## src/rtl/matrix_loader.sv

```systemverilog
// -----------------------------------------------------------------------------
// matrix_loader
//
// Upstream stage of the matrix encoder. Bytes arrive over a valid/ready
// handshake, little-endian within a line, and every BYTES_PER_LINE bytes are
// packed into one LINE_W-bit line of a local line memory. Once all LINES
// lines are loaded the block fires a one-cycle start pulse, then serves the
// encoder's line reads and waits for its done before reopening for the next
// matrix.
//
// Ports:
//   clk_i        clock, all state changes on the rising edge
//   rst_ni       asynchronous active-low reset
//   in_valid_i   in_data_i holds a valid byte
//   in_data_i    input byte, line byte 0 first
//   in_ready_o   loader can accept a byte (LOAD state)
//   enc_start_o  one-cycle start pulse to the encoder (FIRE state)
//   enc_done_i   encoder has finished the matrix (honoured in WAIT only)
//   cnt_value_i  line address requested by the encoder
//   line_in_o    line data for cnt_value_i, zero for out-of-range addresses
//   busy_o       high from the start pulse until done is accepted
//   lines_ld_o   lines stored so far in this matrix (LINES once complete)
// -----------------------------------------------------------------------------
module matrix_loader #(
  parameter int LINES          = 64,
  parameter int LINE_W         = 25,
  parameter int ADDR_W         = 7,
  parameter int BYTES_PER_LINE = 4
) (
  input  logic              clk_i,
  input  logic              rst_ni,
  input  logic              in_valid_i,
  input  logic [7:0]        in_data_i,
  output logic              in_ready_o,
  output logic              enc_start_o,
  input  logic              enc_done_i,
  input  logic [ADDR_W-1:0] cnt_value_i,
  output logic [LINE_W-1:0] line_in_o,
  output logic              busy_o,
  output logic [ADDR_W-1:0] lines_ld_o
);

  // Widths derived from the parameters.
  localparam int IDX_W  = (LINES > 1) ? $clog2(LINES) : 1;
  localparam int BC_W   = (BYTES_PER_LINE > 1) ? $clog2(BYTES_PER_LINE) : 1;
  localparam int ASM_W  = 8 * (BYTES_PER_LINE - 1);
  // Bits of the final byte that still fit into the line.
  localparam int TOP_W  = LINE_W - ASM_W;

  localparam logic [BC_W-1:0]   LAST_BYTE = BC_W'(BYTES_PER_LINE - 1);
  localparam logic [ADDR_W-1:0] LAST_LINE = ADDR_W'(LINES - 1);
  localparam logic [ADDR_W-1:0] LINES_CNT = ADDR_W'(LINES);

  // FSM encoding.
  localparam logic [1:0] ST_LOAD = 2'd0;
  localparam logic [1:0] ST_FIRE = 2'd1;
  localparam logic [1:0] ST_WAIT = 2'd2;

  // ---------------------------------------------------------------------------
  // State registers
  // ---------------------------------------------------------------------------
  logic [1:0]        state_q,    state_d;
  logic [BC_W-1:0]   byte_cnt_q, byte_cnt_d;
  logic [ADDR_W-1:0] line_cnt_q, line_cnt_d;
  logic [ASM_W-1:0]  asm_q,      asm_d;

  // Line memory; deliberately has no reset.
  logic [LINE_W-1:0] mem [LINES];

  // ---------------------------------------------------------------------------
  // Transfer decode
  // ---------------------------------------------------------------------------
  logic              in_load;
  logic              xfer;
  logic              last_byte;
  logic              line_done;
  logic              matrix_done;
  logic [LINE_W-1:0] wr_data;

  assign in_load     = (state_q == ST_LOAD);
  // in_ready is exactly in_load, so the handshake reduces to this.
  assign xfer        = in_load & in_valid_i;
  assign last_byte   = (byte_cnt_q == LAST_BYTE);
  assign line_done   = xfer & last_byte;
  assign matrix_done = line_done & (line_cnt_q == LAST_LINE);

  // The last byte supplies only the top TOP_W bits of the line; its surplus
  // high bits are dropped here.
  assign wr_data = {in_data_i[TOP_W-1:0], asm_q};

  // ---------------------------------------------------------------------------
  // Assembly register: one byte lane per non-final byte position.
  // ---------------------------------------------------------------------------
  generate
    for (genvar gi = 0; gi < BYTES_PER_LINE - 1; gi++) begin : g_lane
      logic lane_we;
      assign lane_we = xfer & (byte_cnt_q == BC_W'(gi));
      assign asm_d[8*gi +: 8] = lane_we ? in_data_i : asm_q[8*gi +: 8];
    end
  endgenerate

  // ---------------------------------------------------------------------------
  // Next-state logic
  // ---------------------------------------------------------------------------
  always_comb begin
    state_d    = state_q;
    byte_cnt_d = byte_cnt_q;
    line_cnt_d = line_cnt_q;

    case (state_q)
      ST_LOAD: begin
        if (xfer) begin
          if (last_byte) begin
            byte_cnt_d = '0;
            if (matrix_done) begin
              // line_cnt parks at 0 so the next matrix starts at line 0.
              line_cnt_d = '0;
              state_d    = ST_FIRE;
            end else begin
              line_cnt_d = line_cnt_q + 1'b1;
            end
          end else begin
            byte_cnt_d = byte_cnt_q + 1'b1;
          end
        end
      end

      // Single-cycle start pulse; any done seen here is ignored.
      ST_FIRE: begin
        state_d = ST_WAIT;
      end

      ST_WAIT: begin
        if (enc_done_i) begin
          state_d = ST_LOAD;
        end
      end

      default: begin
        state_d = ST_LOAD;
      end
    endcase
  end

  // ---------------------------------------------------------------------------
  // Sequential state
  // ---------------------------------------------------------------------------
  always_ff @(posedge clk_i or negedge rst_ni) begin
    if (!rst_ni) begin
      state_q    <= ST_LOAD;
      byte_cnt_q <= '0;
      line_cnt_q <= '0;
      asm_q      <= '0;
    end else begin
      state_q    <= state_d;
      byte_cnt_q <= byte_cnt_d;
      line_cnt_q <= line_cnt_d;
      asm_q      <= asm_d;
    end
  end

  // Memory write port.
  always_ff @(posedge clk_i) begin
    if (line_done) begin
      mem[line_cnt_q[IDX_W-1:0]] <= wr_data;
    end
  end

  // ---------------------------------------------------------------------------
  // Combinational read port; out-of-range addresses read as zero so the
  // unwritten/nonexistent locations never leak X.
  // ---------------------------------------------------------------------------
  logic              addr_ok;
  logic [LINE_W-1:0] rd_data;

  assign addr_ok   = (cnt_value_i <= LAST_LINE);
  assign rd_data   = mem[cnt_value_i[IDX_W-1:0]];
  assign line_in_o = addr_ok ? rd_data : '0;

  // ---------------------------------------------------------------------------
  // Outputs, decoded from registered state only.
  // ---------------------------------------------------------------------------
  assign in_ready_o  = in_load;
  assign enc_start_o = (state_q == ST_FIRE);
  assign busy_o      = (state_q == ST_FIRE) | (state_q == ST_WAIT);
  assign lines_ld_o  = in_load ? line_cnt_q : LINES_CNT;

endmodule

```

## config.mk

```make
export PLATFORM = sky130hd
export DESIGN_NAME = matrix_loader
export DESIGN_NICKNAME = d
export VERILOG_FILES = /design/src/rtl/matrix_loader.sv
export SDC_FILE = /design/constraint.sdc
export NUM_CORES = 1
export LEC_CHECK = 0
export CORE_MARGIN = 2
export CORE_UTILIZATION = 40
export CTS_BUF_LIST = sky130_fd_sc_hd__clkbuf_8 sky130_fd_sc_hd__clkbuf_16
export CTS_CLUSTER_DIAMETER = 30
export DETAILED_ROUTE_END_ITERATION = 8
export PLACE_DENSITY = 0.57
export SYNTH_ARGS = -nofsm -noshare
export SYNTH_HDL_FRONTEND = slang
export SYNTH_SLANG_ARGS = --single-unit
```

## constraint.sdc

```tcl
create_clock -name clk_i -period 7.4 [get_ports clk_i]
set_clock_uncertainty 0.15 [all_clocks]
set_input_delay 1.11 -clock clk_i [delete_from_list [all_inputs] [get_ports clk_i]]
set_output_delay 1.11 -clock clk_i [all_outputs]
set_load 0.02 [all_outputs]
```

# Yosys cells after proc, flatten, opt, wreduce, memory -nomap -nowiden

Memories as Yosys holds them, arrays and structs flattened.
Cells that the tools add are included.

Flip-flop bits (word level): 35
Bits in latches: 0
Bits in writable memories: 1600
ROM bits: 0
Output and inout port bits: 35
Word-level logic and storage cells: 43
Memories: 1

$add $sub $neg: 2
Multiply operators: 0
Div/mod/pow operators: 0
$lt $le $gt $ge: 1
Equality and inequality tests: 10
Shift operators: 0
Mux-type cells: 11
Bitwise gates (word level): 7
Reduce and logical (&&, ||, !) cells: 5

Memory list:

| name | words | bits a word | rd ports | clocked after Yosys merged registers in | wr ports | line | source |
|---|---|---|---|---|---|---|---|
| mem  | 64    | 25          | 1        | 0                                       | 1        | 68   | `logic [LINE_W-1:0] mem [LINES];` |

Operator list:

| cell                                                                    | number |
|---|---|
| 25-bit two-way mux                                                      | 1 |
| 7-bit two-way mux                                                       | 2 |
| 2-bit two-way mux                                                       | 5 |
| 7-bit by 1-bit adder with 7-bit output, second input constant           | 1 |
| 7-bit by 6-bit equality test with 1-bit output, second input constant   | 1 |
| 7-bit by 6-bit <= comparator with 1-bit output, second input constant   | 1 |
| 1-bit AND                                                               | 6 |
| 2-bit equality test, second input constant                              | 3 |
| 2-bit by 1-bit inequality test with 1-bit output, second input constant | 3 |
| 2-bit one-hot mux with 3 select lines                                   | 1 |
| 2-bit by 1-bit equality test with 1-bit output, second input constant   | 2 |
| 2-bit logical NOT                                                       | 2 |
| 4-bit AND reduction                                                     | 1 |
| 3-bit AND reduction                                                     | 1 |
| 2-bit by 1-bit adder with 2-bit output, second input constant           | 1 |
| 1-bit two-way mux                                                       | 2 |
| 2-bit inequality test, second input constant                            | 1 |
| 2-bit AND reduction                                                     | 1 |
| 1-bit bitwise OR                                                        | 1 |

# Depth between registers and ports, before layout

Gate-level depths: netlist of the first run.

Depth in word-level cells: 8
Depth in mapped cells: 10

# Worst setup path after synthesis of the first run

No wires, ideal clock.

Path type: input to output
Start: in cnt_value_i[0]
End: out line_in_o[14]
Arrival time: 3034 ps
Path slack: 3106 ps
Cell stages on the path: 8
Cells stage by stage: buf_6 -> buf_6 -> buf_4 -> buf_4 -> nand2b_1 -> buf_2 -> o22ai_1 -> o41ai_1

Longest elaborated chain between the ends: 2
Elaborated cells on any way between the ends: 3
Classes of those cells: 1 x order compare; 1 x mux; 1 x memory

Ends and longest elaborated chain:

| item                                                                                             | line | source |
|---|---|---|
| from (decl)                                                                                      | 37   | `input logic [ADDR_W-1:0] cnt_value_i,` |
| memory read 64 x 25 bit / 7-bit by 6-bit <= comparator with 1-bit output (equally long branches) | --   |  |
| 25-bit two-way mux (*)                                                                           | 178  | `assign line_in_o = addr_ok ? rd_data : '0;` |
| to (decl)                                                                                        | 38   | `output logic [LINE_W-1:0] line_in_o,` |

Every way passes the cells marked *; elsewhere a longest branch is shown, timed or not.

# Final worst setup path of the first run

Start: in cnt_value_i[0]
End: out line_in_o[7]

Same word-level chain as after synthesis.

==> results.tsv, run 1 <==
stage	metric	value	unit
routing	viasPerCell	5.79	
clocking	htreeDepth	5	
final_layout	drive_above_1_share	36.3	%
clocking	cts_setup_buffers	0	
final_layout	post-route-util	49.4	%
critical_path	cp-start-kind	primary input	
grt	grt_pass1_wl	239	mm
critical_path	r2r-end	mem[38][21]	
power_and_ir_drop	ir_drop	0.246	mV
grt	grt_pass1_vias	31800	
sta	max_freq	166	MHz
flow_run	maxCapViolations	0	
placement	finalWeightedCongestion	0.825	
critical_path	cp_slowest_cell	nor4_1	
status	status	complete, no violations	
routing	drt-total-wl	170	mm
sta	fin_tns_setup	0	ns
final_layout	seq_area	0.0490	mm2
synth	synth_fp_nets	2743	
sta	hold_ws	0.191	ns
sta	fin_crit_sh	81.2	%
grt	grt_max_degree	77	
sta	finalMaxSlewViolations	0	
final_layout	fillers	12200	
routing	drtAntennaViolNets	0	
routing	post_drt_wl_per_cell	31.5	um
synth	synth.avg_cell_area	23.1	um2
synth	syn-cell-area	0.0627	mm2
clocking	root_buffer	clkbuf_16	
clocking	clock_sinks	1635	
die	ios	54	
synth	synth-seq-area-share	78.0	%
grt	antenna_found_initial	12	
die	core_area	0.156	mm2
synth	netlist_top_cells_area	edfxtp_1 (77%), mux4_2 (15%), dfrtp_1 (1.4%), mux2i_1 (1.2%), mux2_2 (0.68%)	
critical_path	crit_type	primary input to primary output	
sta	setup_viol	0	
die	initial_utilization	40.2	%
critical_path	cp-end-kind	primary output	
sta	period_minus_slack	6.01	ns
die	die_w	400	um
power_and_ir_drop	pwr_density_cell	371	mW/mm2
sta	hold_violations	0	
die	rows	145	
final_layout	synthToLayoutAreaGrowth	22.9	%
clocking	cts_resized	0	
critical_path	crit_path_max_fanout	72	
synth	postSynth.asyncResetShare	2.14	%
synth	synth_area_leader_cell	edfxtp_1	
final_layout	multi_input_area	0.0131	mm2
critical_path	worst-endpoint-required	6.14	ns
clocking	cts_made_buffers	323	
synth	synthCells	2715	
clocking	tritoncts	done	
sta	worst_pin_slew	1.27	ns
power_and_ir_drop	finalPower	28.5	mW
power_and_ir_drop	leakage	25.0	nW
synth	ys_warn_count	0	
synth	ys.flop_type	edfxtp_1	
critical_path	slowest_delay	1.01	ns
grt	grt-ovfl-total	0	
grt	grtUsageTotal	21.4	%
synth	synth_seq_cells	1635	
synth	synth_top_cell_area_share	76.6	%
clocking	clk_pin_slew	0.04	ns
hold_path	min_path_type	primary input to asynchronous set/reset pin	
clocking	ctsHoldBuffers	0	
sta	setup_ws	1.39	ns
placement	dp_slack	1.26	ns
placement	post-dp-hpwl	96.5	mm
die	fp.dieH	400	um
routing	post-route-drc-count	0	
sta	rsz0062_at_grt	no	
synth	synth_edf_count	1600	
final_layout	fin_nets	3119	
clocking	worstSkewPairLatency	0.87	ns
critical_path	cp_top_family	buffers and inverters	
critical_path	rrSetupSlack	2.97	ns
synth	ys_types	49	
critical_path	r2r_cells	7	
critical_path	path_buf_inv	3	
critical_path	path_cells	buf_8 > buf_4 > mux4_2 > mux2_2 > o21ai_0 > nor4_1 > a31o_1 > clkdlybuf4s50_1	
clocking	cts_buffer_depth	4	
placement	io_buffers	53	
critical_path	r2r_start	state_q[0]	
routing	first_pass_iters	6	
routing	drtIter0Drc	4063	
critical_path	cp.arrival	4.75	ns
die	die_area	0.160	mm2
routing	via_count	31200	
critical_path	worstSetupStartpoint	cnt_value_i[0]	
sta	slew_headroom	15.0	%
## logic make-up (layout without fill, tap and decap cells)
logic type,after synthesis,count (layout),synth area share [%]
XOR/XNOR,3,3,0.0419
other,0,2,0
flip-flops,1635,1635,78.0
AO/OA/AOI/OAI,203,203,2.25
AND/OR/NAND/NOR,185,185,1.44
buffers and inverters,158,773,1.44
multiplexers,522,522,16.6
adder cells (fa/ha/maj),9,9,0.180
## sequential cells by signal, summed over array words and instances, names as in the netlist
signal and cells:
mem 1600, state_q 2, byte_cnt_q 2, asm_q 24, line_cnt_q 7
## layout by cell type, fill, tap and decap left out, drive strengths merged, types with 8 or more instances in the layout
| cell | instances |
|---|---|
| a211oi | 17 |
| a21oi | 26 |
| a22oi | 13 |
| and2 | 8 |
| buf | 156 |
| bufinv | 37 |
| clkbuf | 333 |
| clkdlybuf4s50 | 46 |
| clkinv | 105 |
| clkinvlp | 32 |
| dfrtp | 35 |
| edfxtp | 1600 |
| ha | 9 |
| inv | 64 |
| mux2 | 38 |
| mux2i | 73 |
| mux4 | 411 |
| nand2 | 22 |
| nand2b | 20 |
| nand3 | 9 |
| nor2 | 79 |
| nor2b | 22 |
| o21ai | 30 |
| o221ai | 23 |
| o22ai | 45 |
## worst max path at each step
stage,end,slack (ns),depth (start not counted)
after floorplan,line_in_o[14],3.11,8
after global placement,line_in_o[7],1.29,8
after detailed placement,line_in_o[7],1.26,8
after CTS,line_in_o[7],1.26,8
after global routing,line_in_o[20],1.14,8
final,line_in_o[7],1.39,8
## power breakdown
part / total (mW) / internal, mW / switching [mW] / leakage (nW)
registers: 11.9 / 11.7 / 0.213 / 14.8
clock network: 14.1 / 9.42 / 4.66 / 5.26
logic: 2.57 / 0.532 / 2.04 / 4.91
## cell type report
class | count | area share (%)
flip-flops and latches | 1635 | 63.6
multi-input cells | 922 | 17.0
clock buffers | 333 | 10.8
well taps | 2058 | 3.34
clock inverters | 231 | 3.03
repair buffers | 202 | 2.20
inverters | 7 | 0.0341
diodes | 2 | 0.00650
## Yosys cell counts (13+ instances only)
master,number
dfrtp_1,35
nand2b_1,20
edfxtp_1,1600
o21ai_0,30
a21oi_1,26
buf_2,35
nor2_1,79
mux2i_1,73
nand2_1,22
mux4_2,411
mux2_2,38
nor2b_1,22
a22oi_1,13
clkbuf_1,49
buf_4,42
a211oi_1,17
o22ai_1,45
buf_6,14
o221ai_1,23
## routing by layer
layer	vias to the layer above	share of wire, %	wire (um)	GRT usage (%)
li1	12500	-	-	-
met1	16800	41	68800	30.1
met2	1555	48	80900	33.3
met3	327	9.0	15200	4.76
met4	8	2.9	4950	7.21
met5	-	0.031	52	0
## metrics by stage
| step | instances | area, um2 |
|---|---|---|
| floorplan | 2715 | 62700 |
| global placement | 4824 | 66400 |
| detailed placement | 4824 | 66400 |
| CTS | 5388 | 77000 |
| global route | 5388 | 77000 |
| finish | 5390 | 77000 |
No activity file was read; power rests on OpenSTA's default activity.
==> run 2, diff against run 1 <==
==> constraint.sdc (replaced) <==
create_clock -name clk_i -period 6.18 [get_ports clk_i]
set_clock_uncertainty 0.15 [all_clocks]
set_input_delay 0.927 -clock clk_i [delete_from_list [all_inputs] [get_ports clk_i]]
set_output_delay 0.927 -clock clk_i [all_outputs]
set_load 0.02 [all_outputs]
==> results.tsv, run 2 (synthesis gave the netlist of run 1 again) <==
stage	metric	value	unit
routing	post_drt_wl_per_cell	31.2	um
routing	post-route-drc-count	0	
critical_path	r2r_start	state_q[0]	
final_layout	drive_above_1_share	36.3	%
routing	drtIter0Drc	4002	
clocking	tritoncts	done	
sta	fin_crit_sh	89.2	%
final_layout	final_cell_mix	edfxtp_1 (1600), mux4_2 (411), clkbuf_16 (341)	
sta	slew_headroom	13.2	%
sta	finalMaxSlewViolations	0	
grt	grt-ovfl-total	0	
routing	first_pass_iters	5	
routing	via_count	31000	
critical_path	crit_path_max_fanout	58	
critical_path	r2r-end	mem[22][24]	
power_and_ir_drop	ir_drop	0.286	mV
die	core_area	0.156	mm2
critical_path	worst-endpoint-required	5.10	ns
placement	dp_slack	0.669	ns
clocking	worstSkewPairLatency	0.88	ns
routing	drtAntennaViolNets	0	
critical_path	rrSetupSlack	2.33	ns
grt	grt_pass1_vias	32000	
flow_run	maxCapViolations	0	
grt	antenna_found_initial	14	
placement	finalWeightedCongestion	0.811	
power_and_ir_drop	pwr_density_cell	452	mW/mm2
critical_path	cp_slowest_cell	nor4_1	
clocking	root_buffer	clkbuf_16	
critical_path	r2r_cells	7	
routing	viasPerCell	5.72	
clocking	cts_resized	0	
routing	drt-total-wl	169	mm
clocking	clk_pin_slew	0.04	ns
die	die_w	400	um
sta	setup_viol	0	
die	fp.dieH	400	um
clocking	cts_made_buffers	339	
sta	setup_ws	0.664	ns
placement	place_inst	4822	
critical_path	path_buf_inv	5	
critical_path	cp-end-kind	primary output	
die	ios	54	
grt	grt_max_degree	78	
critical_path	crit_type	primary input to primary output	
critical_path	cp.arrival	4.44	ns
critical_path	slowest_delay	1.06	ns
die	initial_utilization	40.2	%
clocking	clock_sinks	1635	
sta	fin_tns_setup	0	ns
critical_path	cp_top_family	buffers and inverters	
critical_path	path_cells	buf_8 > buf_12 > nand2_1 > buf_4 > buf_4 > o22ai_1 > nor4_1 > a31o_1 > clkdlybuf4s50_1	
grt	grt_pass1_wl	239	mm
final_layout	stdcell_count	5414	
sta	max_freq	181	MHz
die	rows	145	
sta	period_minus_slack	5.52	ns
sta	hold_violations	0	
clocking	ctsHoldBuffers	0	
placement	post-dp-hpwl	95.7	mm
clocking	htreeDepth	5	
final_layout	post-route-util	49.9	%
power_and_ir_drop	leakage	25.4	nW
placement	io_buffers	53	
critical_path	crit_top_cell	buf_4	
power_and_ir_drop	finalPower	35.1	mW
final_layout	largest_register_ffs	1600	
grt	grtUsageTotal	21.4	%
final_layout	final_common_cell	edfxtp_1	
sta	rsz0062_at_grt	no	
final_layout	synthToLayoutAreaGrowth	24.2	%
hold_path	min_path_type	primary input to asynchronous set/reset pin	
clocking	cts_buffer_depth	4	
clocking	cts_setup_buffers	0	
die	die_area	0.160	mm2
sta	worst_pin_slew	1.29	ns
final_layout	fin_nets	3133	
final_layout	fillers	12000	
status	status	complete, no violations	
critical_path	cp-start-kind	primary input	
[run 2: cell types whose count changed in the layout (fill, tap and decap cells not counted), sizes merged]
cell / change
inv: -3
clkbuf: +12
bufinv: +15
clkinv: +5
buf: -2
clkinvlp: -3
[run 2: worst max path at each step]
stage                               from  slack, ns  depth (start not counted)             to
after floorplan           cnt_value_i[0]       2.25                          8  line_in_o[14]
after global placement    cnt_value_i[0]       0.64                          8  line_in_o[14]
after detailed placement  cnt_value_i[0]       0.67                          7  line_in_o[16]
after CTS                 cnt_value_i[0]       0.66                          7  line_in_o[16]
after global routing      cnt_value_i[0]       0.51                          8  line_in_o[14]
final                     cnt_value_i[0]       0.66                          9   line_in_o[7]
[run 2: worst register-to-register path, stage by stage, from the launching register on]
cell and delay, ns:
dfrtp_1 0.40, inv_1 0.12, ha_1 0.24, nand3_1 0.14
nor2_1 0.23, nand3_1 0.85, nor2_4 0.97, buf_4 0.41
[run 2: stage by stage]
stage          instance area [um2]  hold slack [ns]
2_1_floorplan                62700            0.323
3_3_place_gp                 66600            0.344
3_5_place_dp                 66600            0.349
4_1_cts                      77800          0.00299
5_1_grt                      77800           0.0544
6_report                     77800           0.0221
[run 2: where the power goes]
group / internal, mW / total, mW / switching, mW
clock network: 12.2 / 17.8 / 5.64
registers: 14.0 / 14.2 / 0.232
logic: 0.656 / 3.12 / 2.47
total: 26.8 / 35.1 / 8.34
[run 2: layer usage]
| metal | routed length [um] | global-route usage [%] |
|---|---|---|
| met3 | 15500 | 5.11 |
| met2 | 81500 | 33.7 |
| met5 | 17 | 0 |
| met1 | 67300 | 29.3 |
| met4 | 4820 | 7.11 |
[run 2: cell type report]
type | instances | area (um2) | share of cell area, %
repair buffers | 200 | 1850 | 2.38
inverters | 7 | 26.3 | 0.0338
well taps | 2058 | 2570 | 3.31
clock buffers | 345 | 8590 | 11.0
flip-flops and latches | 1635 | 49000 | 62.9
diodes | 2 | 5.00 | 0.00643
clock inverters | 245 | 2680 | 3.44
multi-input cells | 922 | 13200 | 16.9
